File: config.mk
export PLATFORM = sky130hd
export DESIGN_NAME = scr1_dmem_port_router
export DESIGN_NICKNAME = d
export VERILOG_FILES = /design/src/rtl/scr1_dmem_port_router_pkg.sv /design/src/rtl/scr1_dmem_port_router.sv
export SDC_FILE = /design/constraint.sdc
export NUM_CORES = 1
export LEC_CHECK = 0
export ABC_AREA = 1
export CAP_MARGIN = 20
export CORE_AREA = 10 10 151 153
export CTS_BUF_LIST = sky130_fd_sc_hd__clkbuf_4 sky130_fd_sc_hd__clkbuf_8
export CTS_CLUSTER_SIZE = 25
export DETAILED_ROUTE_END_ITERATION = 12
export DIE_AREA = 0 0 161 163
export GPL_TIMING_DRIVEN = 1
export PLACE_DENSITY = 0.61
export SLEW_MARGIN = 15
export SYNTH_ARGS = -nofsm -noshare
export SYNTH_HDL_FRONTEND = slang
export SYNTH_SLANG_ARGS = --single-unit
File: constraint.sdc
create_clock -name clk -period 2.58 [get_ports clk]
set_input_delay 0.516 -clock clk [delete_from_list [all_inputs] [get_ports clk]]
set_output_delay 0.516 -clock clk [all_outputs]
set_load 0.01 [all_outputs]
File: src/rtl/scr1_dmem_port_router_pkg.sv
// Shared types and constants for the DMEM port router.
//
// Contents:
//   - DMEM bus widths.
//   - Default TCM and timer address windows.
//   - Memory interface enums: command, access width and response.
//   - Router-local enums: FSM state and target port encoding.
package scr1_dmem_port_router_pkg;

  localparam int unsigned SCR1_DMEM_AWIDTH = 32;
  localparam int unsigned SCR1_DMEM_DWIDTH = 32;

  // Default address windows (architecture description).
  localparam logic [SCR1_DMEM_AWIDTH-1:0] SCR1_TCM_ADDR_MASK      = 32'hFFFF0000;
  localparam logic [SCR1_DMEM_AWIDTH-1:0] SCR1_TCM_ADDR_PATTERN   = 32'h00480000;
  localparam logic [SCR1_DMEM_AWIDTH-1:0] SCR1_TIMER_ADDR_MASK    = 32'hFFFFFFE0;
  localparam logic [SCR1_DMEM_AWIDTH-1:0] SCR1_TIMER_ADDR_PATTERN = 32'h00490000;

  typedef enum logic {
    SCR1_MEM_CMD_RD = 1'b0,
    SCR1_MEM_CMD_WR = 1'b1
  } type_scr1_mem_cmd_e;

  typedef enum logic [1:0] {
    SCR1_MEM_WIDTH_BYTE  = 2'b00,
    SCR1_MEM_WIDTH_HWORD = 2'b01,
    SCR1_MEM_WIDTH_WORD  = 2'b10,
    SCR1_MEM_WIDTH_ERROR = 2'b11
  } type_scr1_mem_width_e;

  typedef enum logic [1:0] {
    SCR1_MEM_RESP_NOTRDY = 2'b00,
    SCR1_MEM_RESP_RDY_OK = 2'b01,
    SCR1_MEM_RESP_RDY_ER = 2'b10
  } type_scr1_mem_resp_e;

  typedef enum logic {
    SCR1_FSM_ADDR = 1'b0,
    SCR1_FSM_DATA = 1'b1
  } type_scr1_dmem_rtr_fsm_e;

  typedef enum logic [1:0] {
    PORT_EXT = 2'b00,
    PORT_TCM = 2'b01,
    PORT_TMR = 2'b10
  } type_scr1_dmem_rtr_port_e;

endpackage

File: src/rtl/scr1_dmem_port_router.sv
// DMEM port router: steers each pipeline data-memory request to the TCM,
// the memory-mapped timer or the external bus, and returns the response
// of the port that accepted the request. One outstanding transaction,
// back-to-back issue allowed on the response cycle; req/ack and resp/rdata
// are combinational pass-throughs.
//
// Ports:
//   clk, rst                 core clock, synchronous active-high reset
//   pipe2rtr_*               request from the pipeline (req/cmd/width/addr/wdata)
//   rtr2pipe_*               accept, read data and response to the pipeline
//   rtr2{tcm,tmr,ext}_*      request to each target (req qualified, rest shared)
//   {tcm,tmr,ext}2rtr_*      accept, read data and response from each target
module scr1_dmem_port_router
  import scr1_dmem_port_router_pkg::*;
#(
  parameter logic [SCR1_DMEM_AWIDTH-1:0] TCM_ADDR_MASK      = SCR1_TCM_ADDR_MASK,
  parameter logic [SCR1_DMEM_AWIDTH-1:0] TCM_ADDR_PATTERN   = SCR1_TCM_ADDR_PATTERN,
  parameter logic [SCR1_DMEM_AWIDTH-1:0] TIMER_ADDR_MASK    = SCR1_TIMER_ADDR_MASK,
  parameter logic [SCR1_DMEM_AWIDTH-1:0] TIMER_ADDR_PATTERN = SCR1_TIMER_ADDR_PATTERN
) (
  input  logic                        clk,
  input  logic                        rst,
  // pipeline side
  input  logic                        pipe2rtr_req_i,
  input  type_scr1_mem_cmd_e          pipe2rtr_cmd_i,
  input  type_scr1_mem_width_e        pipe2rtr_width_i,
  input  logic [SCR1_DMEM_AWIDTH-1:0] pipe2rtr_addr_i,
  input  logic [SCR1_DMEM_DWIDTH-1:0] pipe2rtr_wdata_i,
  output logic                        rtr2pipe_req_ack_o,
  output logic [SCR1_DMEM_DWIDTH-1:0] rtr2pipe_rdata_o,
  output type_scr1_mem_resp_e         rtr2pipe_resp_o,
  // TCM port
  output logic                        rtr2tcm_req_o,
  output type_scr1_mem_cmd_e          rtr2tcm_cmd_o,
  output type_scr1_mem_width_e        rtr2tcm_width_o,
  output logic [SCR1_DMEM_AWIDTH-1:0] rtr2tcm_addr_o,
  output logic [SCR1_DMEM_DWIDTH-1:0] rtr2tcm_wdata_o,
  input  logic                        tcm2rtr_req_ack_i,
  input  logic [SCR1_DMEM_DWIDTH-1:0] tcm2rtr_rdata_i,
  input  type_scr1_mem_resp_e         tcm2rtr_resp_i,
  // timer port
  output logic                        rtr2tmr_req_o,
  output type_scr1_mem_cmd_e          rtr2tmr_cmd_o,
  output type_scr1_mem_width_e        rtr2tmr_width_o,
  output logic [SCR1_DMEM_AWIDTH-1:0] rtr2tmr_addr_o,
  output logic [SCR1_DMEM_DWIDTH-1:0] rtr2tmr_wdata_o,
  input  logic                        tmr2rtr_req_ack_i,
  input  logic [SCR1_DMEM_DWIDTH-1:0] tmr2rtr_rdata_i,
  input  type_scr1_mem_resp_e         tmr2rtr_resp_i,
  // external bus port
  output logic                        rtr2ext_req_o,
  output type_scr1_mem_cmd_e          rtr2ext_cmd_o,
  output type_scr1_mem_width_e        rtr2ext_width_o,
  output logic [SCR1_DMEM_AWIDTH-1:0] rtr2ext_addr_o,
  output logic [SCR1_DMEM_DWIDTH-1:0] rtr2ext_wdata_o,
  input  logic                        ext2rtr_req_ack_i,
  input  logic [SCR1_DMEM_DWIDTH-1:0] ext2rtr_rdata_i,
  input  type_scr1_mem_resp_e         ext2rtr_resp_i
);

  localparam logic [0:0] FSM_ADDR = SCR1_FSM_ADDR;
  localparam logic [0:0] FSM_DATA = SCR1_FSM_DATA;

  // TCM is checked first so it wins if the two windows are ever configured
  // to overlap.
  function automatic type_scr1_dmem_rtr_port_e decode(input logic [SCR1_DMEM_AWIDTH-1:0] addr);
    if ((addr & TCM_ADDR_MASK) == TCM_ADDR_PATTERN) begin
      return PORT_TCM;
    end else if ((addr & TIMER_ADDR_MASK) == TIMER_ADDR_PATTERN) begin
      return PORT_TMR;
    end
    return PORT_EXT;
  endfunction

  logic [0:0]                  fsm;
  logic [0:0]                  fsm_next;
  type_scr1_dmem_rtr_port_e    port_sel;
  type_scr1_dmem_rtr_port_e    port_sel_next;
  type_scr1_dmem_rtr_port_e    sel_dec;
  logic                        dec_ack;
  type_scr1_mem_resp_e         sel_resp;
  logic [SCR1_DMEM_DWIDTH-1:0] sel_rdata;
  logic                        issue;

  // Accept from the port the current address decodes to.
  // NOTE: every variable written in an always_comb gets a default before any
  // branch; a path that leaves one unassigned would infer a latch.
  always_comb begin
    sel_dec = decode(pipe2rtr_addr_i);
    dec_ack = ext2rtr_req_ack_i;
    case (sel_dec)
      PORT_TCM: dec_ack = tcm2rtr_req_ack_i;
      PORT_TMR: dec_ack = tmr2rtr_req_ack_i;
      default:  dec_ack = ext2rtr_req_ack_i;
    endcase
  end

  // Response of the port that owns the outstanding transaction; the other
  // ports' responses never reach the pipeline.
  always_comb begin
    sel_resp  = ext2rtr_resp_i;
    sel_rdata = ext2rtr_rdata_i;
    case (port_sel)
      PORT_TCM: begin
        sel_resp  = tcm2rtr_resp_i;
        sel_rdata = tcm2rtr_rdata_i;
      end
      PORT_TMR: begin
        sel_resp  = tmr2rtr_resp_i;
        sel_rdata = tmr2rtr_rdata_i;
      end
      default: begin
        sel_resp  = ext2rtr_resp_i;
        sel_rdata = ext2rtr_rdata_i;
      end
    endcase
  end

  // issue: a new request may be forwarded this cycle. That is always true
  // when idle, and in DATA only on an OK response (an error response drains
  // the pipeline for one cycle before anything new is sent).
  always_comb begin
    issue            = 1'b0;
    rtr2pipe_resp_o  = SCR1_MEM_RESP_NOTRDY;
    rtr2pipe_rdata_o = '0;
    fsm_next         = fsm;
    port_sel_next    = port_sel;

    if (fsm == FSM_DATA) begin
      rtr2pipe_resp_o  = sel_resp;
      rtr2pipe_rdata_o = sel_rdata;
      issue            = (sel_resp == SCR1_MEM_RESP_RDY_OK);
      if (sel_resp != SCR1_MEM_RESP_NOTRDY) begin
        fsm_next = FSM_ADDR;
      end
    end else begin
      issue = 1'b1;
    end

    if (issue && pipe2rtr_req_i && dec_ack) begin
      fsm_next      = FSM_DATA;
      port_sel_next = sel_dec;
    end

    // While reset is held nothing is accepted or reported, so a transaction
    // cut off by reset cannot leak a response or a handshake.
    if (rst) begin
      issue            = 1'b0;
      rtr2pipe_resp_o  = SCR1_MEM_RESP_NOTRDY;
      rtr2pipe_rdata_o = '0;
    end
  end

  assign rtr2pipe_req_ack_o = issue & dec_ack;

  assign rtr2tcm_req_o = issue & pipe2rtr_req_i & (sel_dec == PORT_TCM);
  assign rtr2tmr_req_o = issue & pipe2rtr_req_i & (sel_dec == PORT_TMR);
  assign rtr2ext_req_o = issue & pipe2rtr_req_i & (sel_dec == PORT_EXT);

  // Request fields are broadcast; only req selects the target.
  assign rtr2tcm_cmd_o   = pipe2rtr_cmd_i;
  assign rtr2tcm_width_o = pipe2rtr_width_i;
  assign rtr2tcm_addr_o  = pipe2rtr_addr_i;
  assign rtr2tcm_wdata_o = pipe2rtr_wdata_i;
  assign rtr2tmr_cmd_o   = pipe2rtr_cmd_i;
  assign rtr2tmr_width_o = pipe2rtr_width_i;
  assign rtr2tmr_addr_o  = pipe2rtr_addr_i;
  assign rtr2tmr_wdata_o = pipe2rtr_wdata_i;
  assign rtr2ext_cmd_o   = pipe2rtr_cmd_i;
  assign rtr2ext_width_o = pipe2rtr_width_i;
  assign rtr2ext_addr_o  = pipe2rtr_addr_i;
  assign rtr2ext_wdata_o = pipe2rtr_wdata_i;

  // NOTE: state registers use non-blocking assignments so every flop
  // samples its next value from the same pre-edge snapshot.
  always_ff @(posedge clk) begin
    if (rst) begin
      fsm      <= FSM_ADDR;
      port_sel <= PORT_EXT;
    end else begin
      fsm      <= fsm_next;
      port_sel <= port_sel_next;
    end
  end

`ifndef SYNTHESIS
  a_single_port_req : assert property (@(posedge clk) disable iff (rst)
    $onehot0({rtr2tcm_req_o, rtr2tmr_req_o, rtr2ext_req_o}));
`endif

endmodule

### Word-level counts from Yosys, hierarchy flattened

Cells that the tools add are included.

| word-level totals | value |
|---|---|
| register bits | 3 |
| output and inout port bits | 239 |
| word-level logic and storage cells | 35 |

| cells by class | value |
|---|---|
| equality and inequality tests | 7 |
| multiplexer cells | 17 |
| bitwise logic cells | 5 |
| reduce and logical (&&, ||, !) cells | 4 |

Operators with widths:

| kind | number |
|---|---|
| $mux 32 | 2 |
| $pmux 32 s2 | 1 |
| $eq 27x18->1 const B | 1 |
| $eq 16x7->1 const B | 1 |
| $mux 2 | 5 |
| $mux 1 | 7 |
| $eq 2x1->1 const B | 3 |
| $and 1x1->1 | 5 |
| $eq 2x2->1 const B | 2 |
| $pmux 2 s2 | 1 |
| $logic_and 1x1->1 | 2 |
| $logic_not 2->1 | 1 |
| $pmux 1 s2 | 1 |
| $reduce_bool 2->1 | 1 |

### Depth between registers and ports, before layout

Gate-level depths: netlist (run 1).

| depth | value |
|---|---|
| word-level depth | 8 |
| mapped depth | 12 |
| mapped depth without buffers | 11 |

### Worst setup path before layout (run 1)

OpenSTA, ideal clock, no wires.

| timing | value |
|---|---|
| kind | register -> output |
| start point | register port_sel[0] |
| end point | output rtr2ext_req_o |
| arrival time | 1.594 ns |
| data required time | 2.064 ns |
| setup slack | 0.470 ns |
| stages on the path, launching flop included | 12 |
| cells stage by stage | dfxtp_1 inv_1 ha_1 buf_6 inv_8 nand3_4 o21ai_4 inv_2 o21a_4 nor2_8 nand2_2 nor2_1 |

| between the ends | value |
|---|---|
| longest elaborated chain between the ends | 7 |
| elaborated cells between the ends (all ways) | 8 |
| those cells by class | 3 x eq/ne; 3 x mux; 2 x bitwise |

RTL lines:

| element | RTL line | RTL |
|---|---|---|
| start, declared | scr1_dmem_port_router.sv:77 | `type_scr1_dmem_rtr_port_e port_sel;` |
| start signal, assigned | scr1_dmem_port_router.sv:182 | `port_sel <= port_sel_next;` |
| $eq 2x2->1 / $eq 2x1->1 (equally long branches) | scr1_dmem_port_router.sv:103 | `case (port_sel)` |
| $pmux 2 s2 * | scr1_dmem_port_router.sv:103 |  |
| $eq 2x1->1 * | scr1_dmem_port_router.sv:132 | `issue = (sel_resp == SCR1_MEM_RESP_RDY_OK);` |
| $mux 1 * | scr1_dmem_port_router.sv:129 | `if (fsm == FSM_DATA) begin` |
| $mux 1 * | scr1_dmem_port_router.sv:147 | `if (rst) begin` |
| $and 1x1->1 * (2 in series) | scr1_dmem_port_router.sv:158 | `assign rtr2ext_req_o = issue & pipe2rtr_req_i & (sel_dec == PORT_EXT);` |
| end, declared | scr1_dmem_port_router.sv:51 | `output logic rtr2ext_req_o,` |

Mark *: on every way between the ends. The rest lies on a longest branch, timed or not.

### Worst setup path after layout (run 1)

| timing | value |
|---|---|
| start point | input pipe2rtr_addr_i[27] |
| end point | output rtr2pipe_req_ack_o |

| between the ends | value |
|---|---|
| longest elaborated chain between the ends | 7 |
| elaborated cells between the ends (all ways) | 10 |
| those cells by class | 4 x eq/ne; 5 x mux; 1 x bitwise |

RTL lines:

| element | RTL line | RTL |
|---|---|---|
| start, declared | scr1_dmem_port_router.sv:27 | `input logic [SCR1_DMEM_AWIDTH-1:0] pipe2rtr_addr_i,` |
| $eq 27x18->1 | scr1_dmem_port_router.sv:69 | `end else if ((addr & TIMER_ADDR_MASK) == TIMER_ADDR_PATTERN) begin` |
| $mux 1 | scr1_dmem_port_router.sv:69 |  |
| $mux 1 | scr1_dmem_port_router.sv:67 | `if ((addr & TCM_ADDR_MASK) == TCM_ADDR_PATTERN) begin` |
| $mux 2 * | scr1_dmem_port_router.sv:72 | `return PORT_EXT;` |
| $eq 2x2->1 / $eq 2x1->1 (equally long branches) | scr1_dmem_port_router.sv:91 | `case (sel_dec)` |
| $pmux 1 s2 * | scr1_dmem_port_router.sv:91 |  |
| $and 1x1->1 * | scr1_dmem_port_router.sv:154 | `assign rtr2pipe_req_ack_o = issue & dec_ack;` |
| end, declared | scr1_dmem_port_router.sv:29 | `output logic rtr2pipe_req_ack_o,` |

Marked as above.

==> results of run 1 <==
==> path summary, 6_finish.rpt <==
path,startpoint,endpoint,depth (start not counted)
worst max register to register,port_sel[0],port_sel[0],11
worst min register to register,fsm,fsm,2
worst min-delay path,fsm,fsm,2
worst max-delay path,pipe2rtr_addr_i[27],rtr2pipe_req_ack_o,11
==> kinds of logic (layout without fill, tap and decap cells) <==
kind of cell | count (synthesis) | after routing | share of synthesized area
buffers and inverters | 248 | 333 | 0.622
AO/OA/AOI/OAI | 102 | 102 | 0.197
AND/OR/NAND/NOR | 92 | 92 | 0.150
flip-flops | 3 | 3 | 0.0219
adder cells (fa/ha/maj) | 2 | 2 | 0.00914
other | 0 | 1 | 0
==> cell usage after synthesis (2+ instances only) <==
library cell                 n  area, µm²
sky130_fd_sc_hd__buf_2       2       10.0
sky130_fd_sc_hd__inv_1      26       97.6
sky130_fd_sc_hd__dfxtp_1     3       60.1
sky130_fd_sc_hd__nand2_2     3       18.8
sky130_fd_sc_hd__clkbuf_1   15       56.3
sky130_fd_sc_hd__o21ai_0    32        160
sky130_fd_sc_hd__nor2_1     18       67.6
sky130_fd_sc_hd__a21oi_1    66        330
sky130_fd_sc_hd__nand3_1    11       55.1
sky130_fd_sc_hd__buf_4     201       1510
sky130_fd_sc_hd__nand2_1    54        203
sky130_fd_sc_hd__inv_2       2       7.51
sky130_fd_sc_hd__ha_1        2       25.0
==> repair_timing <==
item | CTS | global route
pin swaps | 0 | 6
setup endpoints to repair | 36 | 17
gates resized for setup | 61 | 32
==> metrics by stage <==
step	TNS [ns]	util	hold WS (ns)	instances
floorplan	0	-	0.477	447
finish	0	0.224	0.525	803
CTS	-0.122	0.224	0.529	802
global route	-0.0737	0.224	0.555	802
global placement	-8.71	0.220	0.505	798
detailed placement	-8.94	0.220	0.520	798
==> power by group through the flow <==
stage | clock [mW] | sequential (mW) | combinational (mW)
detailed placement | 0 | 0.0524 | 0.717
global placement | 0 | 0.0524 | 0.716
CTS | 0.153 | 0.0519 | 0.727
global route | 0.159 | 0.0526 | 0.774
finish | 0.149 | 0.0522 | 0.719
floorplan | 0 | 0.0522 | 0.487
==> area by class of cell <==
type / instances / area [µm²]
antenna: 1 / 2.50
multi-input combinational: 196 / 1040
clock buffer: 4 / 48.8
tap: 270 / 338
timing repair buffer: 300 / 2850
fill: 2243 / 15400
sequential: 3 / 60.1
inverter: 29 / 116
==> tightest hold or removal path, cell delays in order, from the launching register on <==
cell                      delay (ns)
sky130_fd_sc_hd__dfxtp_1        0.32
sky130_fd_sc_hd__nand3_1        0.10
sky130_fd_sc_hd__a21oi_2        0.05
==> sequential cells by signal, summed over array words and instances, names as in the netlist <==
name	flops
fsm	1
port_sel	2
==> per-layer routing <==
metal,global-route usage,vias up,wire length (µm)
li1,-,1399,-
met1,0.102,1244,5080
met2,0.164,152,6950
met3,0.0346,59,1410
met4,0.0455,0,542
met5,0,-,0
==> flow_metrics.tcl, run 1 <==
set metrics [dict create \
    rows 52 \
    final_common_cell "sky130_fd_sc_hd__clkdlybuf4s50_1" \
    finalWeightedCongestion 0.803 \
    ys.flop_type "sky130_fd_sc_hd__dfxtp_1" \
    clock_power_share 0.162 \
    yosys_cell_types 25 \
    p_sw_frac 0.361 \
    critPathLaunchType "input pin" \
    critPathTopFamily "simple AND/OR/NAND/NOR gates" \
    crit_required_ns 2.06 \
    max_cap_violations 0 \
    floorplan.die.height_um 163 \
    detailedRoute.firstIterationViolations 120 \
    post_synth_instance_area_um2 2740 \
    area_growth_pct 62.9 \
    worst_skew_pair.late_latency_ns 0.22 \
    ir_drop_uv 110 \
    cts-root-to-sink-buffers 2 \
    cts-buffers-inserted 3 \
    fmaxAchievable_ghz 0.392 \
    max_slew_margin 0.786 \
    fp.dieW_um 161 \
    grt_overflow 0 \
    dpl.hpwl_um 12100 \
    initial_core_utilization 0.138 \
    clock_tree.root_cell "sky130_fd_sc_hd__clkbuf_8" \
    post-cts-setup-buffer-count 0 \
    vias 2854 \
    crit_path_capture_type "output port" \
    worst-slew-pin-transition_ns 0.318 \
    final_antenna_net_count 0 \
    syn_avg_cell_area_um2 6.12 \
    grt_use_total 0.0952 \
    post-place-ws_ns -0.433 \
    placed_area_um2 4380 \
    cell_internal_pwr_mw 0.588 \
    comb_power_share 0.781 \
    timing.critical_path.cells "clkdlybuf4s50_1, inv_1, nand2_1, nor2_1, nand2_1, nor2_4, nand2_2, nand3_2, nand3_4, nor3b_2, buf_2" \
    cts-htree-levels 1 \
    design.core.area_um2 19900 \
    viasPerCell 3.55 \
    timing.critical_path.slowest_cell_delay_ns 0.44 \
    number_of_flops_mapped_to_enable_cells_by_yosys 0 \
    power_switching_mw 0.332 \
    critical_path.n_buffers_inverters 3 \
    nNetsFinal 710 \
    remaining_drc_errors 0 \
    path_clk_slew_ns 0.03 \
    io_pins 414 \
    drtPass1Iterations 4 \
    worstPathMaxFanout 6 \
    die_area_um2 26200 \
    postSynthRegisterBits 3 \
    clock_tree_from_tritoncts "yes" \
    route.detailed.wl_per_inst_um 17.4 \
    rsz0062_at_grt "yes" \
    ys.warnings.count 0 \
    most-common-layout-cells "sky130_fd_sc_hd__clkdlybuf4s50_1, sky130_fd_sc_hd__a21oi_1, sky130_fd_sc_hd__nand2_1" \
    slew_violations 0 \
    fraction_of_layout_instances_using_a_drive_strength_above_1 0.169 \
    final_worst_path_period_share 0.988 \
    post_synthesis_net_count 624 \
    layout.cell_area.non_filler_um2 4460 \
    critPathSlowestCell "sky130_fd_sc_hd__clkdlybuf4s50_1" \
    worst_hold_path_type "register to register" \
    postSynth.asyncResetShare 0 \
    pwr_density_cell_nw_per_um2 206 \
    run_status "complete, no violations" \
    final.min_clock_period_ns 2.55 \
    setup_ws_ns 0.0315 \
    grt_pass1_vias 2928 \
    antenna_found_initial 0 \
    finalHoldViolCount 0 \
    largest_net_degree_at_the_start_of_global_routing 29 \
    grt_pass1_wl_um 19300 \
    cts_num_sinks 3 \
    report.power.total_mw 0.920 \
    cpMostUsedCell "sky130_fd_sc_hd__nand2_1" \
    port_buffers 253 \
    clock_skew_ns 0.000211 \
    cts-hold-fix-buffers 0 \
    synth_sequential_area_ratio 0.0219 \
    arrival_ns 2.03 \
    finalWirelength_um 14000 \
    syn_inst 447 \
    power_leakage_nw 1.87 \
    finalSetupViolCount 0 \
    sequential_cell_fraction_of_total_power 0.057 \
    worst-r2r-setup-slack_ns 0.90 \
    setup.worst_path.class "input pin to output port" \
]
(Power assumes the default switching activity.)
==> run 2, diff against run 1 <==
--- a/config.mk
+++ b/config.mk
@@ -9,11 +9,9 @@
 export CAP_MARGIN = 20
 export CORE_AREA = 10 10 151 153
 export CTS_BUF_LIST = sky130_fd_sc_hd__clkbuf_4 sky130_fd_sc_hd__clkbuf_8
-export CTS_CLUSTER_SIZE = 25
 export DETAILED_ROUTE_END_ITERATION = 12
 export DIE_AREA = 0 0 161 163
 export GPL_TIMING_DRIVEN = 1
-export PLACE_DENSITY = 0.61
 export SLEW_MARGIN = 15
 export SYNTH_ARGS = -nofsm -noshare
 export SYNTH_HDL_FRONTEND = slang
==> run 2 against run 1 <==
- clock-buffer cell count stayed put
- combinational power is 1% lower
- flip-flop and latch count stayed put
- worst hold slack better by 0.024 ns
- global-route usage hardly changed
- sequential share of layout area hardly changed
- critical path depth is 2 lower
- clock power hardly changed
- utilization hardly changed
==> flow_metrics.tcl, run 2 (synthesized netlist as in run 1, its figures left out) <==
set metrics [dict create \
    remaining_drc_errors 0 \
    pwr_density_cell_nw_per_um2 205 \
    post-cts-setup-buffer-count 0 \
    largest_register_ff_count 2 \
    cts-htree-levels 1 \
    min_to "fsm" \
    hold_path.startpoint "fsm" \
    most-common-layout-cells "sky130_fd_sc_hd__clkdlybuf4s50_1, sky130_fd_sc_hd__a21oi_1, sky130_fd_sc_hd__nand2_1" \
    dpl.hpwl_um 12100 \
    power_switching_mw 0.332 \
    final_common_cell "sky130_fd_sc_hd__clkdlybuf4s50_1" \
    rsz0062_at_grt "yes" \
    worst_skew_pair.late_latency_ns 0.22 \
    crit_required_ns 2.06 \
    area_growth_pct 63.0 \
    viasPerCell 3.48 \
    final.min_clock_period_ns 2.47 \
    max_slew_margin 0.842 \
    max_cap_violations 0 \
    finalWeightedCongestion 0.782 \
    placed_cells 801 \
    sequential_cell_fraction_of_total_power 0.057 \
    largest_net_degree_at_the_start_of_global_routing 20 \
    setup.worst_path.class "input pin to output port" \
    worst-slew-pin-transition_ns 0.234 \
    critical_path.reg2reg.endpoint "port_sel[1]" \
    worstRegToRegCells 9 \
    port_buffers 253 \
    finalWirelength_um 13700 \
    cts-root-to-sink-buffers 2 \
    grt_use_total 0.0957 \
    ir_drop_uv 65.3 \
    cts_num_sinks 3 \
    grt_pass1_vias 3077 \
    worst_hold_path_type "register to register" \
    critPathLaunchType "input pin" \
    worstPathMaxFanout 4 \
    grt_overflow 0 \
    fraction_of_layout_instances_using_a_drive_strength_above_1 0.159 \
    p_sw_frac 0.364 \
    timing.setup.tns_ns 0 \
    slew_violations 0 \
    hold_path_depth 2 \
    clock_tree_from_tritoncts "yes" \
    finalHoldViolCount 0 \
    final_core_util 0.224 \
    num-fill-cells 2280 \
    detailedRoute.firstIterationViolations 151 \
    finalSetupViolCount 0 \
    critPathTopFamily "buffers and inverters" \
    worst_r2r_start "port_sel[0]" \
    io_pins 414 \
    rows 52 \
    max_flop_register "port_sel" \
    design.core.area_um2 19900 \
    crit_path_capture_type "output port" \
    drtPass1Iterations 4 \
    critical_path.n_buffers_inverters 6 \
    cell_internal_pwr_mw 0.581 \
    report.power.total_mw 0.913 \
    clock_skew_ns 0.00392 \
    vias 2805 \
    cts-hold-fix-buffers 0 \
    clock_tree.root_cell "sky130_fd_sc_hd__clkbuf_8" \
    die_area_um2 26200 \
    critPathSlowestCell "sky130_fd_sc_hd__clkdlybuf4s50_1" \
    final_antenna_net_count 0 \
    clock_power_share 0.166 \
    power_leakage_nw 1.91 \
    initial_core_utilization 0.138 \
    grt_pass1_wl_um 19500 \
    antenna_found_initial 2 \
    fmaxAchievable_ghz 0.404 \
    timing.critical_path.cells "clkdlybuf4s50_1, inv_1, nand2_1, inv_2, buf_12, buf_4, o21ai_0, a21oi_1, dlygate4sd2_1" \
    post_layout_nonfiller_instances 806 \
    path_clk_slew_ns 0.03 \
    cts-buffers-inserted 3 \
    nNetsFinal 713 \
    floorplan.die.height_um 163 \
    comb_power_share 0.777 \
    route.detailed.wl_per_inst_um 17.0 \
    run_status "complete, no violations" \
    timing.critical_path.slowest_cell_delay_ns 0.42 \
    fp.dieW_um 161 \
    arrival_ns 1.96 \
    worst-r2r-setup-slack_ns 0.80 \
    final_worst_path_period_share 0.958 \
    largestRegisters "port_sel: 2 flops, fsm: 1 flops" \
]
## run 2: power by group through the flow
| stage | combinational [mW] | sequential, mW | clock (mW) |
|---|---|---|---|
| 2_1_floorplan | 0.487 | 0.0522 | 0 |
| 3_3_place_gp | 0.726 | 0.0527 | 0 |
| 3_5_place_dp | 0.726 | 0.0527 | 0 |
| 4_1_cts | 0.725 | 0.0522 | 0.155 |
| 5_1_grt | 0.769 | 0.0525 | 0.158 |
| 6_report | 0.709 | 0.0521 | 0.152 |
## run 2: stage by stage
step | hold slack (ns) | area (µm²) | worst slack [ns]
global placement | 0.526 | 4440 | -0.306
global route | 0.577 | 4460 | -0.0425
detailed placement | 0.535 | 4440 | -0.367
floorplan | 0.477 | 2740 | 0.470
CTS | 0.557 | 4480 | 0.00595
finish | 0.549 | 4460 | 0.108
## run 2: cell type report
cell class	count	area, µm²	share of cell area
Inverter	29	116	0.0261
Antenna cell	1	2.50	0.000561
Tap cell	270	338	0.0757
Clock buffer	4	48.8	0.0109
Timing Repair Buffer	303	2890	0.649
Multi-Input combinational cell	196	1000	0.225
Sequential cell	3	60.1	0.0135
## run 2: worst max path at each step
stage | startpoint | end | slack [ns] | cells past startpoint
6_report | rst | rtr2pipe_rdata_o[5] | 0.11 | 9
5_1_grt | pipe2rtr_addr_i[27] | rtr2pipe_req_ack_o | -0.04 | 10
4_1_cts | rst | rtr2pipe_rdata_o[9] | 0.006 | 9
3_5_place_dp | pipe2rtr_addr_i[9] | rtr2pipe_req_ack_o | -0.37 | 10
3_3_place_gp | pipe2rtr_addr_i[9] | rtr2pipe_req_ack_o | -0.31 | 10
2_1_floorplan | port_sel[0] | rtr2ext_req_o | 0.47 | 11
## run 2: worst min-delay path, cell delays in order, from the launching register on
cell	delay, ns
sky130_fd_sc_hd__dfxtp_1	0.32
sky130_fd_sc_hd__nand3_1	0.12
sky130_fd_sc_hd__a21oi_2	0.06
## run 2: what timing repair did
action,4_1_cts,5_1_grt
pin swaps,0,3
endpoints found under the setup margin,36,33
resized for setup,48,27
endpoints found under the hold margin,0,0
## run 2: routing by layer
layer,up-vias,share of wire,GRT usage
li1,1397,-,-
met1,1184,0.37,0.106
met2,177,0.50,0.163
met3,45,0.11,0.0432
met4,2,0.023,0.0261
met5,-,0.00095,0
